File: src/rtl/mem_port_arbiter.sv
// Round-robin arbiter and fixed-latency sequencer for the shared memory port.
// Requester 0 is instruction fetch (read-only), requester 1 is load/store.
module mem_port_arbiter #(
    parameter int unsigned LATENCY = 2,
    parameter int unsigned CNT_W   = 4
) (
    input  logic        clk_i,
    input  logic        rst_i,
    input  logic        req0_i,
    input  logic        req1_i,
    input  logic        we1_i,
    output logic        sel_o,
    output logic        mem_en_o,
    output logic        mem_we_o,
    output logic        gnt0_o,
    output logic        gnt1_o,
    input  logic [31:0] mem_rdata_i,
    output logic [31:0] rdata_o,
    output logic        done0_o,
    output logic        done1_o
);

    typedef enum logic [1:0] {
        ST_IDLE   = 2'd0,
        ST_ACCESS = 2'd1,
        ST_WAIT   = 2'd2,
        ST_DONE   = 2'd3
    } state_t;

    localparam logic [CNT_W-1:0] CNT_LOAD = CNT_W'(LATENCY);
    localparam logic [CNT_W-1:0] CNT_ONE  = CNT_W'(1);
    localparam logic [CNT_W-1:0] CNT_ZERO = CNT_W'(0);

    state_t            state_q, state_d;
    logic [CNT_W-1:0]  cnt_q, cnt_d;
    logic              last_gnt_q, last_gnt_d;
    logic              wr_q, wr_d;
    logic              sel_q, sel_d;
    logic              mem_en_q, mem_en_d;
    logic              mem_we_q, mem_we_d;
    logic              gnt0_q, gnt0_d;
    logic              gnt1_q, gnt1_d;
    logic [31:0]       rdata_q, rdata_d;
    logic              done0_q, done0_d;
    logic              done1_q, done1_d;
    logic              winner_s;

    // Next-state and next-output computation for the transaction sequencer.
    always_comb begin
        state_d    = state_q;
        cnt_d      = cnt_q;
        last_gnt_d = last_gnt_q;
        wr_d       = wr_q;
        sel_d      = sel_q;
        mem_en_d   = 1'b0;
        mem_we_d   = 1'b0;
        gnt0_d     = gnt0_q;
        gnt1_d     = gnt1_q;
        rdata_d    = rdata_q;
        done0_d    = 1'b0;
        done1_d    = 1'b0;
        // On a tie the requester that did not win last time goes next.
        winner_s   = (req0_i && req1_i) ? ~last_gnt_q : req1_i;

        case (state_q)
            ST_IDLE, ST_DONE: begin
                if (req0_i || req1_i) begin
                    state_d    = ST_ACCESS;
                    sel_d      = winner_s;
                    gnt0_d     = ~winner_s;
                    gnt1_d     = winner_s;
                    mem_en_d   = 1'b1;
                    mem_we_d   = winner_s & we1_i;
                    wr_d       = winner_s & we1_i;
                    last_gnt_d = winner_s;
                    cnt_d      = CNT_LOAD;
                end else begin
                    state_d = ST_IDLE;
                    gnt0_d  = 1'b0;
                    gnt1_d  = 1'b0;
                end
            end
            ST_ACCESS: begin
                cnt_d   = cnt_q - CNT_ONE;
                state_d = ST_WAIT;
            end
            ST_WAIT: begin
                // Counter hits zero in the cycle the memory data is valid.
                if (cnt_q == CNT_ZERO) begin
                    state_d = ST_DONE;
                    gnt0_d  = 1'b0;
                    gnt1_d  = 1'b0;
                    done0_d = ~sel_q;
                    done1_d = sel_q;
                    if (!wr_q) begin
                        rdata_d = mem_rdata_i;
                    end else begin
                        rdata_d = rdata_q;
                    end
                end else begin
                    cnt_d = cnt_q - CNT_ONE;
                end
            end
            default: begin
                state_d = ST_IDLE;
            end
        endcase
    end

    // State, counter and registered-output flops.
    always_ff @(posedge clk_i or negedge rst_i) begin
        if (!rst_i) begin
            state_q    <= ST_IDLE;
            cnt_q      <= CNT_ZERO;
            last_gnt_q <= 1'b1;
            wr_q       <= 1'b0;
            sel_q      <= 1'b0;
            mem_en_q   <= 1'b0;
            mem_we_q   <= 1'b0;
            gnt0_q     <= 1'b0;
            gnt1_q     <= 1'b0;
            rdata_q    <= 32'h0000_0000;
            done0_q    <= 1'b0;
            done1_q    <= 1'b0;
        end else begin
            state_q    <= state_d;
            cnt_q      <= cnt_d;
            last_gnt_q <= last_gnt_d;
            wr_q       <= wr_d;
            sel_q      <= sel_d;
            mem_en_q   <= mem_en_d;
            mem_we_q   <= mem_we_d;
            gnt0_q     <= gnt0_d;
            gnt1_q     <= gnt1_d;
            rdata_q    <= rdata_d;
            done0_q    <= done0_d;
            done1_q    <= done1_d;
        end
    end

    assign sel_o    = sel_q;
    assign mem_en_o = mem_en_q;
    assign mem_we_o = mem_we_q;
    assign gnt0_o   = gnt0_q;
    assign gnt1_o   = gnt1_q;
    assign rdata_o  = rdata_q;
    assign done0_o  = done0_q;
    assign done1_o  = done1_q;

endmodule

File: config.mk
export PLATFORM = sky130hd
export DESIGN_NAME = mem_port_arbiter
export DESIGN_NICKNAME = d
export VERILOG_FILES = /design/src/rtl/mem_port_arbiter.sv
export SDC_FILE = /design/constraint.sdc
export NUM_CORES = 1
export LEC_CHECK = 0
export ABC_AREA = 1
export BUFFER_PORTS_ARGS = -buffer_cell sky130_fd_sc_hd__clkbuf_2
export CELL_PAD_IN_SITES_DETAIL_PLACEMENT = 0
export CELL_PAD_IN_SITES_GLOBAL_PLACEMENT = 1
export CORE_MARGIN = 4
export CORE_UTILIZATION = 37
export DETAILED_ROUTE_END_ITERATION = 8
export GPL_TIMING_DRIVEN = 0
export PLACE_DENSITY_LB_ADDON = 0.1
export SLEW_MARGIN = 5
export SYNTH_ARGS = -nofsm -noshare
export SYNTH_HDL_FRONTEND = slang
export SYNTH_SLANG_ARGS = --single-unit
File: constraint.sdc
create_clock -name clk_i -period 3.56 [get_ports clk_i]
set_input_delay 0.89 -clock clk_i [delete_from_list [all_inputs] [get_ports clk_i]]
set_output_delay 0.89 -clock clk_i [all_outputs]
set_load 0.1 [all_outputs]
# [Word level (Yosys, flattened, before mapping)]
# Cells that the tools add are included.
# W data, S select, Z words.
[word_totals] regBits=47 inputBits=37 output_inout_bits=39 elab_cells=54
[op_classes] n_addsub=1 eq_ne=6 n_mux=20 n_bitwise=5 n_reduce_logical=10
[ops] op="$mux W1" count=13
[ops] op="$pmux W4 S3" count=1
[ops] op="$mux W4" count=2
[ops] op="$ne A2 B2 Y1 const B" count=3
[ops] op="$pmux W2 S3" count=1
[ops] op="$reduce_and A2 Y1" count=3
[ops] op="$eq A2 B2 Y1 const B" count=2
[ops] op="$logic_not A4 Y1" count=1
[ops] op="$not A1 Y1" count=4
[ops] op="$pmux W1 S2" count=2
[ops] op="$sub A4 B1 Y4 const B" count=1
[ops] op="$reduce_and A3 Y1" count=1
[ops] op="$eq A2 B1 Y1 const B" count=1
[ops] op="$logic_not A2 Y1" count=1
[ops] op="$mux W2" count=1
[ops] op="$reduce_bool A2 Y1" count=1
[ops] op="$reduce_or A2 Y1" count=1
[ops] op="$and A1 B1 Y1" count=1
[ops] op="$logic_and A1 B1 Y1" count=1
[ops] op="$logic_or A1 B1 Y1" count=1

# [Logic depth before layout (Yosys ltp)]
# Gate-level depths: netlist (run 1).
[depth] depth_word=5 depth_mapped=8 mapped_depth_nobuf=7

# [Worst setup path before layout (run 1)]
# No wires, ideal clock.
[synth_timing] path_kind="reg2out" startpoint="register sel_q, in the netlist sel_o" endpoint="output port sel_o" arrival_time_ns=0.912 required_time_ns=2.670 path_slack_ns=1.758 path_stages_with_launch=1 path_buffers=0 path_cell_list="dfrtp_1"
[synth_lines] element="start, declared" line_no="38" source="logic sel_q, sel_d;"
[synth_lines] element="start signal, assigned" line_no="130" source="sel_q <= sel_d;"
[synth_lines] element="end, declared" line_no="12" source="output logic sel_o,"
# No word-level cell between the ends.

# [Final worst setup path (run 1)]
[layout_timing] startpoint="register sel_q, in the netlist sel_o" endpoint="output port sel_o"
# No word-level cell between the ends.

==> results of run 1 <==
[state kept, by name, indices dropped and copies added (netlist names)]
register,count
gnt0_o,1
mem_we_o,1
cnt_q,4
mem_en_o,1
sel_o,1
wr_q,1
gnt1_o,1
last_gnt_q,1
state_q,2
rdata_o,32
done0_o,1
done1_o,1
[cells in the final DEF (no fill, tap or decap)]
cell type	synthesis	final
inv_1	6	6
o21ai_0	6	6
buf_6	3	3
clkbuf_8	0	7
o21ai_1	1	1
or2_1	1	1
clkbuf_2	0	74
nand3_1	39	39
clkbuf_1	3	4
o22ai_1	1	1
dfstp_2	1	1
buf_4	3	3
inv_2	4	4
a21oi_1	1	1
dfrtp_1	46	46
nor2_1	9	9
xor2_1	1	1
nand2_1	82	82
buf_2	0	1
nand2_4	1	1
ha_1	3	3
nand4_4	1	1
clkinv_1	1	1
[layout make-up]
class,instances,area share
Sequential cell,47,0.468
Clock buffer,8,0.0398
Tap cell,70,0.0348
Multi-Input combinational cell,146,0.265
Inverter,11,0.0164
Timing Repair Buffer,75,0.149
Buffer,9,0.0268
[kinds of logic (layout without fill, tap and decap cells)]
family,count (synthesis),after routing,synth area share
flops,47,47,0.602
xor+xnor,1,1,0.00448
simple gates,133,133,0.294
fa+ha+maj,3,3,0.0192
compound gates,9,9,0.0237
buf+inv,20,103,0.0557
[routing by layer]
metal  vias to the layer above  GRT usage  part of all wire
met5                         -          0                 0
met4                         0     0.0405             0.011
met3                         5     0.0448             0.069
met2                        48      0.241              0.47
met1                       779      0.189              0.45
li1                        844          -                 -
[worst max-delay path by stage]
stage               start           to  slack (ns)  depth (start not counted)
floorplan           sel_o        sel_o        1.76                          0
global placement    rst_i  rdata_o[19]        1.60                          1
detailed placement  rst_i  rdata_o[19]        1.62                          1
CTS                 sel_o        sel_o        1.51                          1
global route        sel_o        sel_o        1.46                          1
finish              sel_o        sel_o        1.54                          1
[per-stage QoR]
stage,util,setup WS [ns],hold WS (ns),std cells,area (um2)
global placement,0.473,1.60,0.453,358,2420
floorplan,-,1.76,0.442,213,1950
detailed placement,0.473,1.62,0.458,358,2420
CTS,0.493,1.51,0.469,366,2520
global route,0.493,1.46,0.489,366,2520
finish,0.493,1.54,0.464,366,2520
==> run summary, run 1 <==
Clock Latency Late Sink -> 0.29 ns
outcome -> completed
synth warn -> 0
FP Rows -> 26
Sum Neg Setup Slack -> 0 ns
core box area -> 0.00511 mm2
crit-path max FO -> 3
Final Skew -> 0.00528 ns
pin count of the biggest net entering global routing -> 48
HP Class -> flip-flop to flip-flop
H-tree levels -> 2
Max Slew Vio Count -> 0
Filler cells -> 539
number of remaining DRC errors -> 0
Final min period -> 2.02 ns
first-pass GRT wire length -> 7410 um
Via-to-Cell Ratio -> 4.58
final setup vio count -> 0
n_diodes -> 0
via count -> 1,676
clk root buf -> clkbuf_8
Max Buffers Root-to-Sink -> 2
RSZ-0062 raised after global routing -> false
All-Layer GR Usage -> 0.147
Max Clk Rate -> 494 MHz
mean post-synth cell area -> 9.18 um2
initial DRC count -> 85
Crit Reg-Reg Startpoint -> cnt_q[0]
die area -> 0.00651 mm2
grt total ovfl -> 0
Least-Margin Pin Slew -> 1.03 ns
Yosys reg bits -> 47
per-cell routed wire length -> 12.1 um
count of final hold-check violations -> 0
post-cts sizing count -> 0
most common cell in the netlist -> nand2_1
CTS buffer count -> 5
area of the multi-input gates -> 668 um2
Critical Path Max Stage Delay -> 0.47 ns
Register Area -> 0.00118 mm2
Max transition margin -> 0.312
endpoint of the worst hold path -> done0_o
worst path arrival time -> 1.13 ns
Yosys top cell area share -> 0.589
clk sinks -> 47
most instantiated cells after synthesis -> nand2_1, dfrtp_1, nand3_1, nor2_1
CP cell instances -> clkbuf_2
worst path required time -> 2.67 ns
fin nets -> 335
Worst path slowest cell -> clkbuf_2
RD Place Congestion -> 0.711
TritonRoute pass-1 iters -> 4
Top Ports -> 76
Cell Area, Synth -> 0.00195 mm2
die width -> 80.7 um
CTS tree -> yes
Routed WL -> 4430 um
fin crit share -> 0.569
CP Capture Type -> primary output
reg2reg path depth -> 8
layout cells sized above 1 -> 0.321
initial antenna violation count -> 0
sequential element share of the synthesized area -> 0.602
Post-CTS Repair Setup Buffers -> 0
Post-Syn Nets -> 253
Max Cap Violations -> 0
min-delay src -> sel_o
post-synth cell types -> 20
worst setup path category -> flip-flop to primary output
Final HPWL DP -> 3270 um
Async SR Flop Fraction -> 1.00
reg-to-reg setup timing slack -> 2.02 ns
critical path launch point type -> flip-flop
worst path buffer plus inverter count -> 1
CP top delay family -> buffers and inverters
hold_buf cts -> 0
Chip Height -> 80.7 um
hold depth -> 1
FF-to-FF End -> rdata_o[5]
Routed Antenna Nets -> 0
Synth area leaders -> dfrtp_1, nand2_1, nand3_1
number of flops mapped to enable cells by yosys -> 0
Syn Inst Count -> 213
Synth-to-Final Area Change -> 28.8%
dominant synthesized flop cell -> dfrtp_1
vias in the first global route -> 1,585
area leader, netlist -> dfrtp_1
Clock transition at path regs -> 0.08 ns
Initial Util -> 0.383
I/O Buffers -> 75
Power of run 1 is not shown: default switching activity piles up to over one toggle a cycle in this logic, so the estimate is an artifact.
==> inputs of run 2 (changes only) <==
- ABC_AREA: 1 -> 0
- CORE_UTILIZATION: 37 -> 35
- clock period: 3.56 -> 1.7 ns (I/O delays scaled with it)
==> run 2 against run 1 <==
Net effect: register-to-register slack worse by 2.0 ns; global-route usage down 1.2 points; die area up 9.0%; hold slack got worse by 0.17 ns; design area up 12%; clock skew fell by 0.0011 ns; via count shrank 16%; highest routed layer unchanged; setup slack got worse by 1.5 ns; clock-buffer cell count fell by 3; non-clock buffer count grew 7.
==> run summary, run 2 <==
CTS buffer count -> 5
critical path launch point type -> flip-flop
CP Capture Type -> flip-flop
Hold Slack -> 0.299 ns
clk root buf -> clkbuf_8
initial DRC count -> 47
per-cell routed wire length -> 15.1 um
Yosys top cell area share -> 0.566
Max Clk Rate -> 598 MHz
H-tree levels -> 2
Final HPWL DP -> 3230 um
Clock Latency Late Sink -> 0.30 ns
Yosys reg bits -> 47
crit-path max FO -> 5
initial antenna violation count -> 0
mean post-synth cell area -> 15.2 um2
CTS tree -> yes
final setup vio count -> 0
reg2reg path depth -> 7
vias in the first global route -> 1,542
core box area -> 0.00557 mm2
Chip Height -> 84.2 um
layout cells sized above 1 -> 0.618
Max Cap Violations -> 0
Cell Area, Synth -> 0.00203 mm2
clk sinks -> 47
die area -> 0.00710 mm2
worst setup path category -> flip-flop to flip-flop
synth warn -> 0
Sum Neg Setup Slack -> 0 ns
dominant synthesized flop cell -> dfrtp_1
FF-to-FF End -> rdata_o[2]
Top Ports -> 76
Clock transition at path regs -> 0.09 ns
via count -> 1,403
count of final hold-check violations -> 0
worst path arrival time -> 1.86 ns
Synth-to-Final Area Change -> 38.3%
Final Skew -> 0.00420 ns
most common cell after layout, fill and taps aside -> clkbuf_2
n_diodes -> 0
Register Area -> 0.00118 mm2
Crit Reg-Reg Startpoint -> cnt_q[0]
HP Class -> input port to asynchronous set/reset pin
pin count of the biggest net entering global routing -> 48
FP Rows -> 27
Post-Syn Nets -> 174
post-synth cell types -> 31
area leader, netlist -> dfrtp_1
area of the multi-input gates -> 806 um2
Routed WL -> 4530 um
Max Buffers Root-to-Sink -> 2
number of remaining DRC errors -> 0
most frequent cells in the layout -> clkbuf_2, dfrtp_1, mux2_4
Final min period -> 1.67 ns
most common cell in the netlist -> dfrtp_1
number of flops mapped to enable cells by yosys -> 0
Syn Inst Count -> 134
Initial Util -> 0.365
fin crit share -> 0.984
RSZ-0062 raised after global routing -> true
die width -> 84.2 um
grt total ovfl -> 0
fin nets -> 267
I/O Buffers -> 75
number of flip-flops in the largest register -> 32
most instantiated cells after synthesis -> dfrtp_1, mux2_4, inv_1, o21ai_0, nor2_1
All-Layer GR Usage -> 0.135
Routed Antenna Nets -> 0
Least-Margin Pin Slew -> 1.03 ns
Max Slew Vio Count -> 0
Synth area leaders -> dfrtp_1, mux2_4, ha_1
sequential element share of the synthesized area -> 0.579
TritonRoute pass-1 iters -> 3
first-pass GRT wire length -> 7700 um
worst path required time -> 1.88 ns
Via-to-Cell Ratio -> 4.68
outcome -> completed
Filler cells -> 502
Async SR Flop Fraction -> 1.00
Max transition margin -> 0.317
RD Place Congestion -> 0.826
reg-to-reg setup timing slack -> 0.03 ns
## run 2: changes by cell type after synthesis, moves of 3 or more
cell      delta
nand3_1     -38
nor2_1       -5
nand2_1     -79
mux2_4      +30
clkbuf_1     -3
buf_4        -3
inv_2        -4
## run 2: cell families (layout without fill, tap and decap cells)
| kind of cell | count (synthesis) | after routing | share of synthesized area |
|---|---|---|---|
| fa+ha+maj | 3 | 3 | 0.0185 |
| mux | 32 | 32 | 0.232 |
| compound gates | 19 | 19 | 0.0615 |
| flops | 47 | 47 | 0.579 |
| simple gates | 21 | 21 | 0.0744 |
| buf+inv | 12 | 106 | 0.0344 |
## run 2: through the flow
step                      worst slack [ns]  utilization  area, um2  instances
after floorplan                      0.140            -       2030        134
after global placement             -0.0114        0.448       2500        281
after detailed placement           -0.0466        0.448       2500        281
after CTS                         0.000806        0.502       2800        297
after global routing               -0.0275        0.505       2810        300
final                               0.0270        0.505       2810        300
## run 2: area by class of cell
class / instances / share of cell area
clock buffer: 5 / 0.0245
buffer: 4 / 0.0178
multi-input combinational: 75 / 0.286
inverter: 7 / 0.00934
timing repair buffer: 87 / 0.187
tap: 72 / 0.0320
sequential: 47 / 0.419
clock inverter: 3 / 0.0240
## run 2: how the worst max path moves through the flow
| stage | from | end | slack [ns] | cells after the start |
|---|---|---|---|---|
| after floorplan | cnt_q[0] | rdata_o[0] | 0.14 | 6 |
| after global placement | cnt_q[0] | rdata_o[21] | -0.01 | 6 |
| after detailed placement | cnt_q[0] | rdata_o[4] | -0.05 | 6 |
| after CTS | cnt_q[0] | rdata_o[7] | 0.0008 | 7 |
| after global routing | cnt_q[1] | rdata_o[2] | -0.03 | 7 |
| final | cnt_q[0] | rdata_o[2] | 0.03 | 7 |
## run 2: timing repair
action / 4_1_cts / 5_1_grt
buffers inserted: 6 / 4
resized for setup: 12 / 1
pin swaps: 1 / 1
gates cloned: 2 / 0
hold buffers: 0 / 0
endpoints found under the setup margin: 30 / 32
## run 2: metal layers
metal	global-route usage	share of wire	vias to the layer above
met5	0	0	-
met4	0.0439	0.0093	0
met3	0.0471	0.071	6
met2	0.229	0.50	42
met1	0.161	0.42	699
li1	-	-	656
## run 2: critical path, cell delays in order, from the launching register on
cell	delay, ns
dfrtp_1	0.40
inv_2	0.09
ha_4	0.12
nor3b_4	0.24
nand3b_4	0.13
buf_12	0.16
buf_16	0.13
mux2_4	0.29
Power of run 2 is left out for the same reason.
==> inputs of run 3 (changes only) <==
- BUFFER_PORTS_ARGS: -buffer_cell sky130_fd_sc_hd__clkbuf_2 -> -buffer_cell sky130_fd_sc_hd__buf_4
==> run 3 against run 2 <==
Net effect: the run now ends with negative setup slack left; register-to-register slack worse by 0.03 ns; clock skew is 0.0014 ns lower; setup slack worse by 0.034 ns; hold slack worse by 0.17 ns; first-iteration DRC count decreased by 30%; critical path depth did not move; wire length shrank 0.18%; design area grew 6.1%; via count is 2.1% lower; cell count is the same; critical endpoint is now rdata_o[21].
==> run summary, run 3 (synthesis results as in run 2) <==
CP startpoint -> cnt_q[0]
per-cell routed wire length -> 15.1 um
reg2reg path depth -> 7
placed cell areas -> 0.00269 mm2
area of the multi-input gates -> 806 um2
vias in the first global route -> 1,497
worst path required time -> 1.88 ns
CTS tree -> yes
Final Skew -> 0.00284 ns
crit-path max FO -> 10
FF-to-FF End -> rdata_o[21]
layout cells sized above 1 -> 0.618
Routed Antenna Nets -> 0
Critical Path Max Stage Delay -> 0.40 ns
CP top delay family -> flip-flops
fin util -> 0.536
RD Place Congestion -> 0.803
outcome -> finished with violations
die area -> 0.00710 mm2
die width -> 84.2 um
Max Buffers Root-to-Sink -> 2
fin nets -> 267
number of flip-flops in the largest register -> 32
most frequent cells in the layout -> buf_4, dfrtp_1, mux2_4
Placed Instances -> 281
Via-to-Cell Ratio -> 4.58
Max transition margin -> 0.605
Least-Margin Pin Slew -> 0.592 ns
initial antenna violation count -> 0
count of final hold-check violations -> 0
failing checks -> negative setup slack
Final min period -> 1.71 ns
clk root buf -> clkbuf_8
Max Clk Rate -> 586 MHz
H-tree levels -> 2
CP Capture Type -> flip-flop
FP Rows -> 27
critical path launch point type -> flip-flop
I/O Buffers -> 75
post-route design area -> 0.00299 mm2
Routed WL -> 4530 um
Max Cap Violations -> 0
hold_buf cts -> 0
Crit Reg-Reg Startpoint -> cnt_q[0]
grt total ovfl -> 0
All-Layer GR Usage -> 0.130
clk sinks -> 47
HP Class -> input port to asynchronous set/reset pin
Max Slew Vio Count -> 0
core box area -> 0.00557 mm2
via count -> 1,373
fin crit share -> 1.00
Filler cells -> 480
smallest setup slack after layout -> -0.00667 ns
worst path buffer plus inverter count -> 3
TritonRoute pass-1 iters -> 4
Worst path slowest cell -> dfrtp_1
worst path arrival time -> 1.89 ns
initial DRC count -> 33
CTS buffer count -> 5
reg-to-reg setup timing slack -> -0.007 ns
Top Ports -> 76
Register Area -> 0.00118 mm2
Final HPWL DP -> 3220 um
Synth-to-Final Area Change -> 46.7%
CP cell instances -> inv_2 > ha_4 > nor3b_4 > nand3b_4 > buf_6 > buf_12 > mux2_4
most common cell after layout, fill and taps aside -> buf_4
Clock Latency Late Sink -> 0.29 ns
RSZ-0062 raised after global routing -> true
n_diodes -> 0
number of remaining DRC errors -> 0
worst setup path category -> flip-flop to flip-flop
Chip Height -> 84.2 um
Initial Util -> 0.365
final setup vio count -> 2
Non-Filler Instances -> 300
first-pass GRT wire length -> 7430 um
Clock transition at path regs -> 0.08 ns
pin count of the biggest net entering global routing -> 48
## run 3: cell count changes in the layout (fill, tap and decap cells not counted), sizes merged
cell / before / now
bufinv: 2 / 1
clkbuf: 79 / 6
clkinv: 0 / 1
buf: 16 / 90
clkinvlp: 1 / 0
## run 3: what timing repair did
action | 4_1_cts | 5_1_grt
buffers inserted | 6 | 3
cloned | 2 | 0
pin swaps | 2 | 1
hold endpoints to repair | 0 | 0
setup endpoints to repair | 30 | 30
gates resized for setup | 14 | 0
## run 3: final cells by class
type                    count  area share
plain buffers               5      0.0235
clock buffers               6      0.0277
clock inverters             2      0.0117
inverters                   7     0.00880
multi-input cells          75       0.270
flip-flops and latches     47       0.394
well taps                  72      0.0302
repair buffers             86       0.234
## run 3: per-layer routing
layer	vias to the layer above	GRT usage	routed length, um
met3	4	0.0510	318
li1	658	-	-
met4	0	0.0307	44
met2	40	0.221	2310
met1	671	0.155	1850
met5	-	0	0
## run 3: per-stage QoR
step           hold slack, ns  setup TNS [ns]  setup WS, ns
2_1_floorplan           0.129               0         0.140
3_3_place_gp            0.458          -0.381       -0.0155
3_5_place_dp            0.468           -1.40       -0.0580
4_1_cts                 0.147               0       0.00285
5_1_grt                 0.174          -0.872       -0.0449
6_report                0.133        -0.00848      -0.00667
## run 3: worst max path at each step
stage	depth (start not counted)	slack (ns)	endpoint
after floorplan	6	0.14	rdata_o[0]
after global placement	6	-0.02	rdata_o[8]
after detailed placement	6	-0.06	rdata_o[28]
after CTS	7	0.003	rdata_o[21]
after global routing	7	-0.04	rdata_o[23]
final	7	-0.007	rdata_o[21]
Power of run 3 is left out for the same reason.
